File: src/rtl/coax_tx_control_if.sv
// SPI-side and coax-TX-side signal bundle for coax_tx_control.
// The master modport is the sequencer; slave is spi_device/transmitter side.
interface coax_tx_control_if;
    logic       spi_cs;
    logic [7:0] spi_rx_data;
    logic       spi_rx_strobe;
    logic [7:0] spi_tx_data;
    logic       spi_tx_strobe;
    logic [9:0] tx_data;
    logic       tx_load_strobe;
    logic       tx_full;
    logic       tx_start;
    logic       tx_reset;
    logic       tx_active;
    logic       rx_enable;
    logic       loopback;

    modport master (
        input  spi_cs,
        input  spi_rx_data,
        input  spi_rx_strobe,
        output spi_tx_data,
        output spi_tx_strobe,
        output tx_data,
        output tx_load_strobe,
        input  tx_full,
        output tx_start,
        output tx_reset,
        input  tx_active,
        output rx_enable,
        output loopback
    );

    modport slave (
        output spi_cs,
        output spi_rx_data,
        output spi_rx_strobe,
        input  spi_tx_data,
        input  spi_tx_strobe,
        input  tx_data,
        input  tx_load_strobe,
        output tx_full,
        input  tx_start,
        input  tx_reset,
        output tx_active,
        input  rx_enable,
        input  loopback
    );
endinterface

File: src/rtl/coax_tx_control.sv
// SPI command sequencer: packs byte pairs into 10-bit coax words,
// kicks the buffered transmitter, and holds the RX mux configuration.
module coax_tx_control #(
    parameter int         MAX_WORDS      = 1024,
    parameter logic [1:0] DEFAULT_CONFIG = 2'b01
) (
    input  logic               clk,
    input  logic               reset,
    coax_tx_control_if.master  bus
);
    localparam int CW = $clog2(MAX_WORDS + 1);

    typedef enum logic [2:0] {
        IDLE, CMD, STATUS, TX_HI, TX_LO, CFG, DISCARD, START
    } state_t;

    state_t        state, state_n;
    logic          cs_s1, cs_s2, cs_d;
    logic          cs_fall, cs_rise, rx_ok;
    logic [1:0]    hi, hi_n;
    logic [1:0]    cfg, cfg_n;
    logic [CW-1:0] count, count_n;
    logic          overflow, overflow_n;
    logic [7:0]    stx_data, stx_data_n;
    logic          stx_stb, stx_stb_n;
    logic [9:0]    txd, txd_n;
    logic          load, load_n;
    logic          start, start_n;
    logic          txrst, txrst_n;
    logic [7:0]    status;

    // Sync chain resets to "selected" so a CS held low through reset
    // does not fabricate a falling edge; the parser waits for a real one.
    always_ff @(posedge clk or negedge reset) begin
        if (!reset) begin
            cs_s1 <= 1'b0;
            cs_s2 <= 1'b0;
            cs_d  <= 1'b0;
        end else begin
            cs_s1 <= bus.spi_cs;
            cs_s2 <= cs_s1;
            cs_d  <= cs_s2;
        end
    end

    assign cs_fall = cs_d & ~cs_s2;
    assign cs_rise = ~cs_d & cs_s2;
    assign rx_ok   = bus.spi_rx_strobe & ~cs_s2;

    assign status = {3'b000, overflow, bus.tx_full,
                     bus.tx_active, cfg[1], cfg[0]};

    always_comb begin
        state_n    = state;
        hi_n       = hi;
        cfg_n      = cfg;
        count_n    = count;
        overflow_n = overflow;
        stx_data_n = stx_data;
        stx_stb_n  = 1'b0;
        txd_n      = txd;
        load_n     = 1'b0;
        start_n    = (state == START);
        txrst_n    = 1'b0;
        if (cs_fall) begin
            state_n = CMD;
        end else begin
            unique case (state)
                IDLE: state_n = IDLE;
                CMD: begin
                    if (cs_rise) begin
                        state_n = IDLE;
                    end else if (rx_ok) begin
                        case (bus.spi_rx_data)
                            8'h01: begin
                                state_n    = STATUS;
                                stx_stb_n  = 1'b1;
                                stx_data_n = status;
                            end
                            8'h02: begin
                                state_n = TX_HI;
                                count_n = '0;
                            end
                            8'h03: state_n = CFG;
                            8'h04: begin
                                state_n    = DISCARD;
                                txrst_n    = 1'b1;
                                overflow_n = 1'b0;
                            end
                            default: state_n = DISCARD;
                        endcase
                    end
                end
                STATUS: begin
                    if (cs_rise) begin
                        state_n = IDLE;
                    end else if (rx_ok) begin
                        stx_stb_n  = 1'b1;
                        stx_data_n = status;
                    end
                end
                CFG: begin
                    if (cs_rise) begin
                        state_n = IDLE;
                    end else if (rx_ok) begin
                        cfg_n   = bus.spi_rx_data[1:0];
                        state_n = DISCARD;
                    end
                end
                TX_HI, TX_LO: begin
                    if (cs_rise) begin
                        state_n = (count != '0) ? START : IDLE;
                    end else if (rx_ok && state == TX_HI) begin
                        hi_n    = bus.spi_rx_data[1:0];
                        state_n = TX_LO;
                    end else if (rx_ok) begin
                        state_n = TX_HI;
                        if (!bus.tx_full && count < CW'(MAX_WORDS)) begin
                            txd_n   = {hi, bus.spi_rx_data};
                            load_n  = 1'b1;
                            count_n = count + CW'(1);
                        end else begin
                            overflow_n = 1'b1;
                        end
                    end
                end
                DISCARD: begin
                    if (cs_rise)
                        state_n = IDLE;
                end
                START: state_n = IDLE;
                default: state_n = IDLE;
            endcase
        end
    end

    always_ff @(posedge clk or negedge reset) begin
        if (!reset) begin
            state    <= IDLE;
            hi       <= 2'b00;
            cfg      <= DEFAULT_CONFIG;
            count    <= '0;
            overflow <= 1'b0;
            stx_data <= 8'h00;
            stx_stb  <= 1'b0;
            txd      <= 10'h000;
            load     <= 1'b0;
            start    <= 1'b0;
            txrst    <= 1'b0;
        end else begin
            state    <= state_n;
            hi       <= hi_n;
            cfg      <= cfg_n;
            count    <= count_n;
            overflow <= overflow_n;
            stx_data <= stx_data_n;
            stx_stb  <= stx_stb_n;
            txd      <= txd_n;
            load     <= load_n;
            start    <= start_n;
            txrst    <= txrst_n;
        end
    end

    assign bus.spi_tx_data    = stx_data;
    assign bus.spi_tx_strobe  = stx_stb;
    assign bus.tx_data        = txd;
    assign bus.tx_load_strobe = load;
    assign bus.tx_start       = start;
    assign bus.tx_reset       = txrst;
    assign bus.rx_enable      = cfg[0];
    assign bus.loopback       = cfg[1];
endmodule

File: src/flat_wrapper.sv
// flat-port wrapper written by rule: the top's interface ports become plain ports
module coax_tx_control_flat 
#(
    parameter int         MAX_WORDS      = 1024,
    parameter logic [1:0] DEFAULT_CONFIG = 2'b01
)
  (clk, reset, bus_spi_cs, bus_spi_rx_data, bus_spi_rx_strobe, bus_spi_tx_data, bus_spi_tx_strobe, bus_tx_data, bus_tx_load_strobe, bus_tx_full, bus_tx_start, bus_tx_reset, bus_tx_active, bus_rx_enable, bus_loopback);
  coax_tx_control_if bus_i ();
  input  logic clk;
  input  logic reset;
  input wire logic [$bits(bus_i.spi_cs)-1:0] bus_spi_cs;
  input wire logic [$bits(bus_i.spi_rx_data)-1:0] bus_spi_rx_data;
  input wire logic [$bits(bus_i.spi_rx_strobe)-1:0] bus_spi_rx_strobe;
  output wire logic [$bits(bus_i.spi_tx_data)-1:0] bus_spi_tx_data;
  output wire logic [$bits(bus_i.spi_tx_strobe)-1:0] bus_spi_tx_strobe;
  output wire logic [$bits(bus_i.tx_data)-1:0] bus_tx_data;
  output wire logic [$bits(bus_i.tx_load_strobe)-1:0] bus_tx_load_strobe;
  input wire logic [$bits(bus_i.tx_full)-1:0] bus_tx_full;
  output wire logic [$bits(bus_i.tx_start)-1:0] bus_tx_start;
  output wire logic [$bits(bus_i.tx_reset)-1:0] bus_tx_reset;
  input wire logic [$bits(bus_i.tx_active)-1:0] bus_tx_active;
  output wire logic [$bits(bus_i.rx_enable)-1:0] bus_rx_enable;
  output wire logic [$bits(bus_i.loopback)-1:0] bus_loopback;
  assign bus_i.spi_cs = bus_spi_cs;
  assign bus_i.spi_rx_data = bus_spi_rx_data;
  assign bus_i.spi_rx_strobe = bus_spi_rx_strobe;
  assign bus_spi_tx_data = bus_i.spi_tx_data;
  assign bus_spi_tx_strobe = bus_i.spi_tx_strobe;
  assign bus_tx_data = bus_i.tx_data;
  assign bus_tx_load_strobe = bus_i.tx_load_strobe;
  assign bus_i.tx_full = bus_tx_full;
  assign bus_tx_start = bus_i.tx_start;
  assign bus_tx_reset = bus_i.tx_reset;
  assign bus_i.tx_active = bus_tx_active;
  assign bus_rx_enable = bus_i.rx_enable;
  assign bus_loopback = bus_i.loopback;
  coax_tx_control #(.MAX_WORDS(MAX_WORDS), .DEFAULT_CONFIG(DEFAULT_CONFIG)) u_core (.clk(clk), .reset(reset), .bus(bus_i));
endmodule
File: config.mk
export PLATFORM = sky130hd
export DESIGN_NAME = coax_tx_control_flat
export DESIGN_NICKNAME = d
export VERILOG_FILES = /design/src/rtl/coax_tx_control_if.sv /design/src/rtl/coax_tx_control.sv /design/src/flat_wrapper.sv
export SDC_FILE = /design/constraint.sdc
export NUM_CORES = 1
export LEC_CHECK = 0
export CORE_ASPECT_RATIO = 0.6
export CORE_MARGIN = 2
export CORE_UTILIZATION = 47
export CTS_CLUSTER_SIZE = 30
export DETAILED_ROUTE_END_ITERATION = 7
export GPL_ROUTABILITY_DRIVEN = 0
export PLACE_DENSITY_LB_ADDON = 0.08
export SYNTH_ARGS = -nofsm -noshare
export SYNTH_HDL_FRONTEND = slang
export SYNTH_SLANG_ARGS = --single-unit
File: constraint.sdc
create_clock -name clk -period 2.2 [get_ports clk]
set_input_delay 0.44 -clock clk [delete_from_list [all_inputs] [get_ports clk]]
set_output_delay 0.44 -clock clk [all_outputs]
set_load 0.02 [all_outputs]
# Word level (Yosys, flattened, before mapping)
# Cells that the tools add are included.
# Widths: inputs -> output; s select.
dict set report totals {
  reg_bits 44
  latch_bits 0
  ramBits 0
  romBits 0
  word_cells 120
  n_memories 0
}
dict set report op_classes {
  add_sub_neg 1
  n_mul 0
  div 0
  n_lt_le_gt_ge 1
  eq_ne 27
  shifts 0
  mux 52
  bitwise 8
  reduce_logical 17
}
# cell count
set op_table {}
lappend op_table {{$mux 11} 7}
lappend op_table {{$mux 8} 5}
lappend op_table {{$mux 3} 10}
lappend op_table {{$mux 1} 24}
lappend op_table {{$pmux 11 s2} 1}
lappend op_table {{$reduce_and 9->1} 2}
lappend op_table {{$eq 8x2->1 const B} 2}
lappend op_table {{$pmux 8 s2} 1}
lappend op_table {{$pmux 3 s5} 1}
lappend op_table {{$eq 3x3->1 const B} 4}
lappend op_table {{$ne 2x1->1 const B} 6}
lappend op_table {{$ne 2x2->1 const B} 6}
lappend op_table {{$reduce_and 4->1} 3}
lappend op_table {{$add 11x1->11 const B} 1}
lappend op_table {{$lt 11x11->1 const B} 1}
lappend op_table {{$reduce_bool 11->1} 1}
lappend op_table {{$pmux 3 s3} 1}
lappend op_table {{$eq 8x1->1 const B} 1}
lappend op_table {{$eq 8x3->1 const B} 1}
lappend op_table {{$ne 4x1->1 const B} 2}
lappend op_table {{$reduce_and 7->1} 1}
lappend op_table {{$eq 3x2->1 const B} 2}
lappend op_table {{$reduce_and 6->1} 1}
lappend op_table {{$reduce_or 2->1} 3}
lappend op_table {{other kinds (10)} 19}

# Longest topological paths before layout
dict set report depth {
  depth_word 8
  mapped_depth 9
  depth_no_buf 7
}

# Least setup slack after synthesis
# Ideal clock, no wire load.
dict set report synth_path {
  kind {register to register}
  start {reg u_core.cs_s2}
  end {reg u_core.state[0]}
  setup_time_ps 125
  arrival_ps 2032
  required_time_ps 2075
  setup_slack_ps 43
  path_stages_with_launch 10
  n_path_buf 2
  synth_period_minus_slack_ps 2157
  cell_sequence {dfrtp_1 inv_1 ha_1 clkbuf_1 or2_2 clkbuf_1 nor4b_1 a21oi_1 o21ai_0 mux2_2}
}
dict set report synth_between {
  elab_chain_len 7
  word_cells_on_any_way 16
  cone_classes {eq/ne (4); mux (6); bitwise (4); reduce/logical (2)}
}
# item line
set synth_lines {}
lappend synth_lines {{from (decl)} coax_tx_control.sv:18} ;# logic cs_s1, cs_s2, cs_d;
lappend synth_lines {{from (signal assigned)} coax_tx_control.sv:41} ;# cs_s2 <= cs_s1;
lappend synth_lines {{$not 1->1} {coax_tx_control.sv:46, coax_tx_control.sv:48}}
lappend synth_lines {{$and 1x1->1} coax_tx_control.sv:48} ;# assign rx_ok = bus.spi_rx_strobe & ~cs_s2;
lappend synth_lines {{$logic_and 1x1->1} coax_tx_control.sv:113} ;# end else if (rx_ok && state == TX_HI) begin
lappend synth_lines {{$mux 3} coax_tx_control.sv:113}
lappend synth_lines {{$mux 3} coax_tx_control.sv:111} ;# if (cs_rise) begin
lappend synth_lines {{$pmux 3 s5} coax_tx_control.sv:68} ;# unique case (state)
lappend synth_lines {{$mux 3} coax_tx_control.sv:65} ;# if (cs_fall) begin
lappend synth_lines {{to (signal assigned)} coax_tx_control.sv:151} ;# state <= state_n;
lappend synth_lines {{to (decl)} coax_tx_control.sv:17} ;# state_t state, state_n;
# Parallel ways exist; a longest one is shown, timed or not.
# A chain may end at the register's enable or synchronous reset.

# Worst setup path in the final report
# Same ends and word-level chain as after synthesis.

==> summary.txt <==
Status
  – Status: finished, final reports clean

Routing
  – WL met3: between 300 and 400 um
  – Highest routing layer actually used: met4
  – WL met1: around 2400 um
  – 1st-iter DRT viols: 120
  – Via count: 1,829
  – DR DRC count: 0
  – Post-route ant nets: 0
  – Drt pass-1 iters: 4
  – DR vias/cell: 5.72
  – Wire length per cell: roughly 16 um
  – Routed WL: between 5000 and 6000 um
  – DR WL met2: 2340 um

Synthesis
  – Area leader, netlist: dfrtp_1
  – Cell Area, Synth: 0.00211 mm^2
  – FF+latch count, synth: 41
  – Synth unique cells: 50
  – Share of the synthesized area in the top cell type: a little under half
  – Synth async-reset ratio: 100%
  – Synth warnings: 0
  – Most common cell in the netlist: dfrtp_1
  – Syn Inst Count: about 200
  – Ys flop type: dfrtp_1
  – Top cells by area, synth: dfrtp_1 47%, mux2_2 11%, o21ai_0 4.0%
  – Post-synth EDFFs: 0
  – Sequential fraction of the synthesis area: 48.7%
  – Syn Area/Cell: 10.3 um^2
  – List of most frequent post-synthesis cells: 40 x dfrtp_1, 21 x mux2_2, 18 x nor2_1

CTS
  – CTS Buf Count: 5
  – Root Buffer: clkbuf_8
  – CTS Hold Buffers Added: 0
  – CTS tree: built
  – H-tree levels: 2
  – Max Buffers Root-to-Sink: 2
  – CTS sink cnt: 41
  – Clk pin slew, worst setup/hold paths: 0.08 ns
  – Worst-skew pair later-pin latency: 0.29 ns

Critical path
  – Worst-path fanout max: 6
  – Worst R2R Path Depth: 7
  – Reg2Reg Setup Slack: 0.09 ns
  – Critical path origin: u_core.cs_s2$_DFF_PN0_
  – Critical path class: reg -> reg
  – Reg2reg end: u_core.state[0]$_DFFE_PN0P_
  – Startpoint Class: register
  – Origin of the critical flop-to-flop path: u_core.cs_s2$_DFF_PN0_
  – Worst EP arrival: between 2 and 2.5 ns
  – CP required: 2.38 ns
  – Worst setup EP type: register
  – Critical Path Sink: u_core.state[0]$_DFFE_PN0P_

Layout
  – Area of the multi-input gates: 0.00102 mm^2
  – NumNets Final: between 200 and 300
  – Number of non-filler instances in the completed layout: 320
  – Design Area, Final: around 0.0028 mm^2
  – Post-layout util: 67.0%
  – Area growth syn-to-layout: 33.7%
  – Share of post-route cells with drive strength above 1: 24.6%
  – Fill cell count: 330
  – Number of diodes: 0
  – FF+latch area: 0.00103 mm^2

Timing
  – Slew Viols, Final: 0
  – RSZ-0062 raised after global routing: no
  – Highest Clock Rate: 0.473 GHz
  – Tmin final: 2.11 ns
  – Setup violation total in the final timing report: 0
  – Clock Skew: 0.00406 ns
  – Final worst path period share: 96.1%
  – Final hold vios: 0
  – Slew headroom: 63.8%
  – Actual slew at the worst max-slew pin: 0.542 ns

Place
  – Port buffer count: 34
  – Post-placement cell area: roughly 0.0026 mm^2
  – Cells after DPL: 310
  – DP HPWL: 3890 um

Floorplanning
  – Site row count: 18
  – Initial Utilization: 50.1%
  – Die width: 90.5 um
  – Die height: 55.9 um
  – Ports: 38
  – Core Region: 0.00421 mm^2
  – Die ar.: 0.00506 mm^2

Pwr
  – VDD IR-drop max: 538 uV
  – Internal power: 0.00194 W
  – Logic pwr share: 37.6%
  – Clock power frac: between 20% and 30%
  – Leak: 1.30 nW
  – Flop pwr share: a little under two fifths
  – Power per cell area: just over 1000 mW/mm^2
  – Switching portion of total power: 33.1%
  – Psw: between 0.0009 and 0.001 W

GRT
  – Total track usage: 22.6%
  – Largest net degree at the start of global routing: 42
  – Total congestion overflow: 0
  – Vias in the first global route: 1,783
  – Initial antenna violation count: 0
  – First-pass GRT wire length: 9000 um

Min path
  – Worst Hold Class: in -> async

Job
  – Max cap viols: 0
## layer usage
layer,up-vias,GRT usage (%)
met2,83,33.4
met4,0,7.91
met5,-,0
met1,883,32.1
met3,17,6.10
li1,846,-
## through the flow
step / worst slack, ns / TNS, ns / power [W] / hold WS, ns
2_1_floorplan: 0.0435 / 0 / 0.00169 / 0.144
3_3_place_gp: -0.305 / -4.56 / 0.00212 / 0.341
3_5_place_dp: -0.408 / -5.96 / 0.00217 / 0.344
4_1_cts: 0.0196 / 0 / 0.00291 / 0.115
5_1_grt: 0.0121 / 0 / 0.00307 / 0.124
6_report: 0.0867 / 0 / 0.00290 / 0.109
## final cells by class
cell class / count / share of cell area, %
Clock buffer: 5 / 2.44
Clock inverter: 3 / 2.31
Inverter: 7 / 0.931
Multi-Input combinational cell: 145 / 36.3
Sequential cell: 41 / 36.4
Tap cell: 60 / 2.66
Timing Repair Buffer: 59 / 18.9
## sequential cells by signal (all words and copies together), names as in the netlist
register                   cells
u_core.hi                      2
u_core.bus.spi_tx_data         5
u_core.overflow                1
u_core.bus.tx_start            1
u_core.cs_d                    1
u_core.state                   3
u_core.cs_s1                   1
u_core.cfg                     2
u_core.bus.spi_tx_strobe       1
u_core.cs_s2                   1
u_core.count                  11
u_core.bus.tx_data            10
u_core.bus.tx_load_strobe      1
u_core.bus.tx_reset            1
## placed cells by master (no fill, tap or decap), types with 2 or more instances in the layout
cell type	instances
mux2_4	4
nor2_1	18
ha_1	4
o21ai_0	17
nand3_1	6
and3_1	4
buf_4	23
nor3b_1	3
nor2b_1	5
dfrtp_1	40
bufinv_16	2
inv_1	7
or3_1	2
clkdlybuf4s50_1	29
nand2_1	14
clkbuf_8	5
nand4_1	4
nor4_1	4
dlygate4sd2_1	4
a31oi_1	4
conb_1	3
mux2_2	17
a21oi_1	3
nor3_1	5
## cell families after synthesis
family                   Yosys count  synth area share (%)
AND/OR/NAND/NOR                   80                  21.8
flip-flops                        41                  48.7
AO/OA/AOI/OAI                     36                  10.9
multiplexers                      21                  11.2
buffers and inverters             20                  4.51
adder cells (fa/ha/maj)            4                  2.37
other                              1                 0.178
XOR/XNOR                           1                 0.415
## power groups by stage
stage          registers (W)  clock network, W  logic (W)
5_1_grt              0.00114          0.000754    0.00117
3_5_place_dp         0.00111                 0    0.00105
3_3_place_gp         0.00109                 0    0.00102
6_report             0.00110          0.000707    0.00109
4_1_cts              0.00110          0.000724    0.00108
2_1_floorplan        0.00121                 0   0.000482
## worst min-delay path by stage
stage / startpoint / endpoint / cells past startpoint
finish: reset / u_core.bus.tx_start$_DFF_PN0_ / 2
global route: reset / u_core.bus.tx_data[0]$_DFFE_PN0P_ / 2
CTS: reset / u_core.bus.tx_data[6]$_DFFE_PN0P_ / 2
detailed placement: u_core.cs_s1$_DFF_PN0_ / u_core.cs_s2$_DFF_PN0_ / 0
global placement: u_core.cs_s1$_DFF_PN0_ / u_core.cs_s2$_DFF_PN0_ / 0
floorplan: reset / u_core.bus.spi_tx_data[0]$_DFFE_PN0P_ / 0
## critical path: stages, from the launching register on
cell and delay, ns:
dfrtp_1 0.43, inv_1 0.06, ha_1 0.25, or2_2 0.39, nor4b_2 0.27, a21oi_1 0.05, o21ai_0 0.16, mux2_2 0.38
## timing repair
| action | CTS | global route |
|---|---|---|
| gates cloned | 0 | 0 |
| resized for setup | 10 | 2 |
| buffers inserted | 2 | 0 |
| endpoints found under the setup margin | 6 | 7 |
| pin swaps | 4 | 2 |
No activity file was read; power rests on OpenSTA's default activity.
